**config.mk**
```make
export PLATFORM = sky130hd
export DESIGN_NAME = uart_rx_fifo
export DESIGN_NICKNAME = d
export VERILOG_FILES = /design/src/rtl/uart_rx_fifo.sv
export SDC_FILE = /design/constraint.sdc
export NUM_CORES = 1
export LEC_CHECK = 0
export CAP_MARGIN = 10
export CORE_ASPECT_RATIO = 1.1
export CORE_MARGIN = 8
export CORE_UTILIZATION = 50
export DETAILED_ROUTE_END_ITERATION = 7
export PLACE_DENSITY = 0.79
export SKIP_LAST_GASP = 1
export SLEW_MARGIN = 10
export SYNTH_ARGS = -nofsm -noshare
export SYNTH_HDL_FRONTEND = slang
export SYNTH_SLANG_ARGS = --single-unit
```
**constraint.sdc**
```tcl
create_clock -name clk -period 2 [get_ports clk]
set_input_delay 0.4 -clock clk [delete_from_list [all_inputs] [get_ports clk]]
set_output_delay 0.4 -clock clk [all_outputs]
set_load 0.005 [all_outputs]
```
**src/rtl/uart_rx_fifo.sv**
```systemverilog
// uart_rx_fifo: oversampling UART receiver feeding a small receive FIFO
// with a CPU pop handshake, sticky error flags and a CPU-written LED register.
module uart_rx_fifo #(
  parameter int CLK_DIV    = 16,
  parameter int DATA_BITS  = 8,
  parameter int PARITY     = 0,
  parameter int FIFO_DEPTH = 4,
  parameter int LED_W      = 8
) (
  input  logic                          clk,
  input  logic                          reset,
  input  logic                          uart_in,
  output logic [DATA_BITS-1:0]          uart_to_cpu_buf,
  output logic                          read_int,
  input  logic                          cpu_end_read,
  output logic [$clog2(FIFO_DEPTH):0]   fifo_count,
  output logic                          frame_err,
  output logic                          parity_err,
  output logic                          overrun,
  input  logic                          err_clr,
  input  logic [LED_W-1:0]              leds_array,
  input  logic                          write_leds,
  output logic [LED_W-1:0]              leds
);

  localparam int CW  = $clog2(CLK_DIV);
  localparam int IW  = $clog2(DATA_BITS + 1);
  localparam int AW  = $clog2(FIFO_DEPTH);
  localparam int NW  = AW + 1;
  localparam logic [CW-1:0] HALF_BIT = CW'(CLK_DIV / 2 - 1);
  localparam logic [CW-1:0] FULL_BIT = CW'(CLK_DIV - 1);
  localparam logic [IW-1:0] LAST_IDX = IW'(DATA_BITS - 1);
  localparam logic          ODD_PAR  = (PARITY == 2);

  typedef enum logic [2:0] {S_IDLE, S_START, S_DATA, S_PAR, S_STOP, S_BREAK} state_t;

  logic                 r_rx_meta, r_rx_s, r_rx_prev;
  logic                 r_end_read_d, r_write_leds_d;
  state_t               r_state, w_state_next;
  logic [CW-1:0]        r_cnt, w_cnt_next;
  logic [IW-1:0]        r_idx, w_idx_next;
  logic [DATA_BITS-1:0] r_shift, w_shift_next;
  logic                 r_par_bad, w_par_bad_next;
  logic                 w_push_next, w_set_frame, w_set_par, w_tick;
  logic                 r_push;
  logic [DATA_BITS-1:0] r_push_data;
  logic [DATA_BITS-1:0] r_mem [FIFO_DEPTH];
  logic [AW-1:0]        r_wr_ptr, r_rd_ptr;
  logic [NW-1:0]        r_count;
  logic                 r_read_int;
  logic [DATA_BITS-1:0] r_buf;
  logic                 r_frame_err, r_parity_err, r_overrun;
  logic [LED_W-1:0]     r_leds;
  logic                 w_pop, w_full, w_write, w_drop;

  // Two-flop synchronizer for the serial line, previous-value regs for edge detects
  always_ff @(posedge clk) begin
    if (reset) begin
      r_rx_meta      <= 1'b1;
      r_rx_s         <= 1'b1;
      r_rx_prev      <= 1'b1;
      r_end_read_d   <= 1'b0;
      r_write_leds_d <= 1'b0;
    end else begin
      r_rx_meta      <= uart_in;
      r_rx_s         <= r_rx_meta;
      r_rx_prev      <= r_rx_s;
      r_end_read_d   <= cpu_end_read;
      r_write_leds_d <= write_leds;
    end
  end

  assign w_tick = (r_cnt == '0);

  // Receiver FSM state and datapath registers
  always_ff @(posedge clk) begin
    if (reset) begin
      r_state     <= S_IDLE;
      r_cnt       <= '0;
      r_idx       <= '0;
      r_shift     <= '0;
      r_par_bad   <= 1'b0;
      r_push      <= 1'b0;
      r_push_data <= '0;
    end else begin
      r_state     <= w_state_next;
      r_cnt       <= w_cnt_next;
      r_idx       <= w_idx_next;
      r_shift     <= w_shift_next;
      r_par_bad   <= w_par_bad_next;
      r_push      <= w_push_next;
      r_push_data <= r_shift;
    end
  end

  // Receiver next-state: half-bit wait to mid start, then one sample per bit period
  always_comb begin
    w_state_next   = r_state;
    w_cnt_next     = r_cnt;
    w_idx_next     = r_idx;
    w_shift_next   = r_shift;
    w_par_bad_next = r_par_bad;
    w_push_next    = 1'b0;
    w_set_frame    = 1'b0;
    w_set_par      = 1'b0;
    case (r_state)
      S_IDLE: begin
        if (r_rx_prev && !r_rx_s) begin
          w_state_next   = S_START;
          w_cnt_next     = HALF_BIT;
          w_par_bad_next = 1'b0;
        end
      end
      S_START: begin
        if (!w_tick) begin
          w_cnt_next = r_cnt - CW'(1);
        end else if (r_rx_s) begin
          w_state_next = S_IDLE;
        end else begin
          w_state_next = S_DATA;
          w_cnt_next   = FULL_BIT;
          w_idx_next   = '0;
        end
      end
      S_DATA: begin
        if (!w_tick) begin
          w_cnt_next = r_cnt - CW'(1);
        end else begin
          // LSB arrives first, so shifting right leaves it at bit 0 after the last bit
          w_shift_next = {r_rx_s, r_shift[DATA_BITS-1:1]};
          w_cnt_next   = FULL_BIT;
          w_idx_next   = r_idx + IW'(1);
          if (r_idx == LAST_IDX) begin
            w_state_next = (PARITY != 0) ? S_PAR : S_STOP;
          end
        end
      end
      S_PAR: begin
        if (!w_tick) begin
          w_cnt_next = r_cnt - CW'(1);
        end else begin
          w_cnt_next   = FULL_BIT;
          w_state_next = S_STOP;
          if ((^{r_shift, r_rx_s}) != ODD_PAR) begin
            w_par_bad_next = 1'b1;
            w_set_par      = 1'b1;
          end
        end
      end
      S_STOP: begin
        if (!w_tick) begin
          w_cnt_next = r_cnt - CW'(1);
        end else if (r_rx_s) begin
          w_state_next = S_IDLE;
          w_push_next  = !r_par_bad;
        end else begin
          w_state_next = S_BREAK;
          w_set_frame  = 1'b1;
        end
      end
      S_BREAK: begin
        if (r_rx_s) begin
          w_state_next = S_IDLE;
        end
      end
      default: w_state_next = S_IDLE;
    endcase
  end

  assign w_full  = (r_count == NW'(FIFO_DEPTH));
  assign w_pop   = cpu_end_read && !r_end_read_d && (r_count != '0);
  // A pop in the same cycle frees the slot, so a push at full still lands
  assign w_write = r_push && (!w_full || w_pop);
  assign w_drop  = r_push && w_full && !w_pop;

  // FIFO storage, written without reset so it maps onto RAM
  always_ff @(posedge clk) begin
    if (w_write) begin
      r_mem[r_wr_ptr] <= r_push_data;
    end
  end

  // FIFO pointers, occupancy, registered head/interrupt, sticky flags and LEDs
  always_ff @(posedge clk) begin
    if (reset) begin
      r_wr_ptr     <= '0;
      r_rd_ptr     <= '0;
      r_count      <= '0;
      r_read_int   <= 1'b0;
      r_buf        <= '0;
      r_frame_err  <= 1'b0;
      r_parity_err <= 1'b0;
      r_overrun    <= 1'b0;
      r_leds       <= '0;
    end else begin
      if (w_write) r_wr_ptr <= r_wr_ptr + AW'(1);
      if (w_pop)   r_rd_ptr <= r_rd_ptr + AW'(1);
      case ({w_write, w_pop})
        2'b10:   r_count <= r_count + NW'(1);
        2'b01:   r_count <= r_count - NW'(1);
        default: r_count <= r_count;
      endcase
      r_read_int <= (r_count != '0);
      r_buf      <= (r_count != '0) ? r_mem[r_rd_ptr] : '0;
      r_frame_err  <= w_set_frame || (r_frame_err  && !err_clr);
      r_parity_err <= w_set_par   || (r_parity_err && !err_clr);
      r_overrun    <= w_drop      || (r_overrun    && !err_clr);
      if (write_leds && !r_write_leds_d) r_leds <= leds_array;
    end
  end

  assign uart_to_cpu_buf = r_buf;
  assign read_int        = r_read_int;
  assign fifo_count      = r_count;
  assign frame_err       = r_frame_err;
  assign parity_err      = r_parity_err;
  assign overrun         = r_overrun;
  assign leds            = r_leds;

endmodule

```
# Yosys cells after proc, flatten, opt, wreduce, memory -nomap -nowiden
# Memory sizes are Yosys's and may differ from the RTL's. A register that Yosys moved wholly into a read port is not among the register bits.
# Index checks and enable logic that the tools add are counted.
# totals
ram_bits	32
ff_bits	53
memories	1
elab_cells	121
out_inout_bits	23
inputBits	14
# mem_list
memory	depth	width	read_ports	rd_clocked_by_memory_dff	write_ports	line	source
r_mem	4	8	1	1	1	47	logic [DATA_BITS-1:0] r_mem [FIFO_DEPTH];
# classes
bitwise	4
add_sub_neg	6
n_mux	33
n_eq_ne	20
reduce_logical	37
# op_table
operator	n
4-bit 2-to-1 mux	8
3-bit 2-to-1 mux	8
2-bit != test, second input constant	10
3-bit case mux with 6 select lines	1
4-bit case mux with 4 select lines	1
4-bit AND reduction	3
1-bit 2-to-1 mux	11
1-bit logical AND	10
3-bit equality test, second input constant	3
9-bit XOR reduction	1
4-bit case mux with 2 select lines	1
1-bit logical NOT	7
7-bit AND reduction	1
3-bit by 2-bit equality test with 1-bit output, second input constant	2
3-bit case mux with 2 select lines	1
2-bit nonzero test	3
2-bit by 1-bit adder with 2-bit output, second input constant	2
4-bit by 1-bit adder with 4-bit output, second input constant	1
4-bit by 3-bit equality test with 1-bit output, second input constant	1
4-bit logical NOT	1
1-bit logical OR	4
1-bit NOT	4
4-bit nonzero test	1
2-bit OR reduction	2
13 further kinds	13

# Logic depth before layout (Yosys ltp)
# logic_depth
depth_word	7
ltp_mapped	9
depth_no_buf	8

# Least setup slack after synthesis
# Ideal clock, no wire load.
# synth_path
path_type	register -> register
from	reg r_cnt[0]
to	reg r_idx[2]
slack_ns	0.115
n_path_buf	2
arrival_ns	1.814
stages_incl_launch_ff	10
synth_period_minus_slack_ns	1.885
path_cell_list	dfxtp_1 > inv_1 > ha_1 > or3b_1 > buf_2 > or4_4 > buf_6 > nor2_4 > o21ai_1 > a21oi_1
# synth_via
elab_chain_cells	3
elab_cells_between_ends	4
# synth_rtl
element	line	source
from (decl)	40	logic [CW-1:0] r_cnt, w_cnt_next;
from (signal assigned)	87	r_cnt <= w_cnt_next;
4-bit logical NOT *	73	assign w_tick = (r_cnt == '0);
2-bit != test (no source line)	n/a	
4-bit AND reduction (no source line) *	n/a	
to (signal assigned)	88	r_idx <= w_idx_next;
to (decl)	41	logic [IW-1:0] r_idx, w_idx_next;
# Every way passes the cells marked *; elsewhere a longest branch is shown, timed or not.
# A chain may end at the register's enable or synchronous reset.

# Worst setup path in the final report
# layout_path
from	in cpu_end_read
to	reg r_count[2] (netlist: fifo_count[2])
# layout_via
elab_chain_cells	6
elab_cells_between_ends	8
# layout_rtl
element	line	source
from (decl)	15	input logic cpu_end_read,
1-bit logical AND * (2 in series)	171	assign w_pop = cpu_end_read && !r_end_read_d && (r_count != '0);
1-bit logical OR	173	assign w_write = r_push && (!w_full || w_pop);
1-bit logical AND	173	
2-bit by 1-bit equality test with 1-bit output or 2-bit equality test (tied branches)	198	case ({w_write, w_pop})
3-bit case mux with 2 select lines or 2-bit nonzero test (tied branches)	n/a	
to (signal assigned)	199	2'b10: r_count <= r_count + NW'(1);
to (signal assigned)	200	2'b01: r_count <= r_count - NW'(1);
to (signal assigned)	201	default: r_count <= r_count;
to (decl)	49	logic [NW-1:0] r_count;
# Marked as above.

==> reports/summary.log <==
INFO  pwr            p_int=2.876mW
INFO  synthesis      ys_dominant_reg_cell=sky130_fd_sc_hd__dfxtp_1
INFO  clock_tree     clock-root-buffer=sky130_fd_sc_hd__clkbuf_8
INFO  synthesis      post_synth_edffs=32
INFO  die            die_height=105.5um
INFO  synthesis      synth_seq_cells=93
INFO  routing        post-route-drc-count=0
INFO  routing        first_pass_iters=4
INFO  pwr            cellPowerDensity=858.2mW/mm^2
INFO  final_layout   num_antenna_cells=0
INFO  timing         max_slew.worst_pin.slew=533.6ps
INFO  clock_tree     cts_hold_buffers=0
INFO  synthesis      postSynth.asyncResetShare=0%
INFO  global_routing overflow=0
INFO  clock_tree     clock_tree.buffer_depth=2
INFO  worst_hold_path worst_hold_path_class=primary input to flip-flop
INFO  global_routing globalRouteTotalUtil=12.66%
INFO  timing         final-max-slew-violation-count=0
INFO  routing        wl=6199um
INFO  routing        detail_route.vias_per_cell=5.218
INFO  final_layout   area_growth_syn_to_layout=21.92%
INFO  die            start_util=51.69%
INFO  final_layout   layout.cells.most_common_list=sky130_fd_sc_hd__dfxtp_1, sky130_fd_sc_hd__clkdlybuf4s50_1, sky130_fd_sc_hd__edfxtp_1
INFO  timing         count_of_final_hold_check_violations=0
INFO  routing        route.vias.total=2374
INFO  timing         timing.slew.headroom=64.38%
INFO  place          place.port_buffers=36
INFO  pwr            power_switching_share=24.54%
INFO  pwr            vdd_drop_max=0.0005235V
INFO  timing         timing.final.crit_period=1875ps
INFO  die            die_area=0.01027mm^2
INFO  final_layout   fin_util=63.01%
INFO  place          gp_congestion=0.7971
INFO  global_routing grt_start_max_net_pins=30
INFO  synthesis      synthesis.nets=333
INFO  clock_tree     tritoncts_clock_tree=built
INFO  synthesis      synth_top_cell_by_area=sky130_fd_sc_hd__dfxtp_1
INFO  synthesis      ys_warn_count=0
INFO  synthesis      seq_area_frac_synth=59.91%
INFO  outcome        status=finished, final reports clean
INFO  synthesis      synthesized_cell_area=0.003642mm^2
INFO  clock_tree     htree_levels=3
INFO  die            fp_rows=32
INFO  pwr            combPwrFrac=16.0%
INFO  die            number_of_primary_i_o_pins=37
INFO  clock_tree     worst_setup_hold_path_clk_slew=90ps
INFO  worst_setup_path worstSetupPathType=primary input to flip-flop
INFO  routing        ant_nets=0
INFO  die            coreArea=0.007047mm^2
INFO  worst_setup_path timing.critical_path.from_type=primary input
INFO  timing         final.hold.worst_slack=372.1ps
INFO  run            timing.max_cap.violations=0
INFO  timing         clock_skew=12.16ps
INFO  timing         fmax=533.3MHz
INFO  pwr            net-switching-power=0.9354mW
INFO  pwr            power_frac_seq=55.0%
INFO  clock_tree     post-cts-setup-buffers=0
INFO  final_layout   finish.cell_count_without_fillers=455
INFO  clock_tree     cts_made_buffers=9
INFO  worst_setup_path maximum_fanout_encountered_on_the_critical_timing_path=2
INFO  routing        drt_iter0_drc=76
INFO  timing         setup_tns=0ps
INFO  synthesis      yosys.cell_types.count=47
INFO  global_routing vias_in_the_first_global_route=2367
INFO  pwr            cellLeakagePower=1.583nW
INFO  place          dpl_worst_slack=-213.5ps
INFO  clock_tree     post_cts_resize_count=0
INFO  final_layout   layout-drive-gt1-share=15.68%
INFO  timing         fin_crit_sh=93.75%
INFO  worst_setup_path critPathRequiredTime=2250ps
INFO  die            chipWidth=97.38um
INFO  worst_setup_path critical_path_arrival=2120ps
INFO  final_layout   final_common_cell=sky130_fd_sc_hd__dfxtp_1
INFO  final_layout   finalNetCount=386
INFO  worst_setup_path timing.critical_path.to_type=flip-flop
INFO  synthesis      post_synth_main_area_contributors=sky130_fd_sc_hd__dfxtp_1, sky130_fd_sc_hd__edfxtp_1, sky130_fd_sc_hd__mux4_2
INFO  clock_tree     cts_sinks=93
INFO  timing         post-route-worst-setup-slack=124.9ps
INFO  global_routing grt_antenna_before_repair=0
INFO  global_routing grt_pass1_wl=10720um
INFO  synthesis      postSynthCellCount=312
INFO  synthesis      synth_largest_type_area_fraction=33.53%
INFO  place          detailedPlacementHpwl=4455um
INFO  clock_tree     clock_insertion_delay_worst_skew=360ps
INFO  timing         unrepaired_setup_endpoints_after_global_routing=yes
INFO  routing        drt-wirelength-per-cell=13.62um
INFO  synthesis      syn_avg_cell_area=11.67um^2
INFO  pwr            pwr-share-clk=29.0%
INFO  timing         timing.final.setup_violations=0
INFO  place          dp.cells=439
-- synthesized netlist by cell type (8+ instances only) --
cell type                  count
sky130_fd_sc_hd__clkbuf_1     12
sky130_fd_sc_hd__a21oi_1      13
sky130_fd_sc_hd__mux4_2        8
sky130_fd_sc_hd__nand2_1      25
sky130_fd_sc_hd__edfxtp_1     32
sky130_fd_sc_hd__and2_1       14
sky130_fd_sc_hd__nor2b_1      11
sky130_fd_sc_hd__mux2i_1       9
sky130_fd_sc_hd__xnor2_1       9
sky130_fd_sc_hd__nor2_1       31
sky130_fd_sc_hd__dfxtp_1      61
sky130_fd_sc_hd__inv_1        11
-- cells by family (layout without fill, tap and decap cells) --
kind of cell | count (synthesis) | count (layout) | synth area share [%]
buffers and inverters | 28 | 86 | 3.194
and+or+nand+nor | 111 | 111 | 15.63
adders and majority gates | 7 | 7 | 2.611
DFF | 93 | 93 | 59.91
AOI/OAI and AO/OA | 42 | 42 | 7.420
xor gates and xnor gates | 13 | 13 | 3.504
muxes | 18 | 18 | 7.729
-- stage by stage --
stage | power (mW) | cell area, um^2
2_1_floorplan | 2.446 | 3642
3_3_place_gp | 2.729 | 4252
3_5_place_dp | 2.739 | 4252
4_1_cts | 3.845 | 4428
5_1_grt | 4.017 | 4441
6_report | 3.811 | 4441
-- worst max-delay path, stage by stage --
cell and delay [ps]:
sky130_fd_sc_hd__clkdlybuf4s50_1 480, sky130_fd_sc_hd__nand2b_1 90, sky130_fd_sc_hd__nor3_2 210, sky130_fd_sc_hd__inv_1 80, sky130_fd_sc_hd__fa_1 380, sky130_fd_sc_hd__o21ba_2 240, sky130_fd_sc_hd__a22oi_1 70, sky130_fd_sc_hd__xor2_1 130
sky130_fd_sc_hd__nor2_1 50
-- worst paths after layout --
kind	from	cells after the start	end	slack, ps
setup / recovery	cpu_end_read	9	fifo_count[2]	120
hold / removal	reset	2	leds[0]	370
setup reg to reg	r_cnt[1]	7	r_idx[2]	140
hold reg to reg	r_rx_meta	1	r_rx_s	420
-- sequential cells by signal (all words and copies together), names as in the netlist, 2 cells and up --
| signal | count |
|---|---|
| uart_to_cpu_buf | 8 |
| r_rd_ptr | 2 |
| r_shift | 8 |
| r_cnt | 4 |
| r_state | 3 |
| leds | 8 |
| r_mem | 32 |
| r_push_data | 8 |
| r_wr_ptr | 2 |
| fifo_count | 3 |
| r_idx | 4 |
-- power groups by stage --
stage	Combinational (mW)	Sequential [mW]	Clock [mW]
5_1_grt	0.676	2.12	1.23
6_report	0.610	2.10	1.10
4_1_cts	0.601	2.10	1.15
2_1_floorplan	0.321	2.13	0
3_3_place_gp	0.591	2.14	0
3_5_place_dp	0.600	2.14	0
-- cell type report --
class	instances	area, um^2
tap	85	106.4
timing repair buffer	59	578.1
fill	554	2606
clock inverter	6	38.79
multi-input combinational	191	1356
sequential	93	2182
clock buffer	10	137.6
inverter	11	41.29
-- metal layers --
layer	vias to the layer above	wire length, um	track usage, %
met1	1100	2635	13.60
li1	1193	-	-
met4	0	70	4.117
met2	72	3029	21.39
met3	9	464	6.140
met5	-	0	0
No activity file was read; power rests on OpenSTA's default activity.
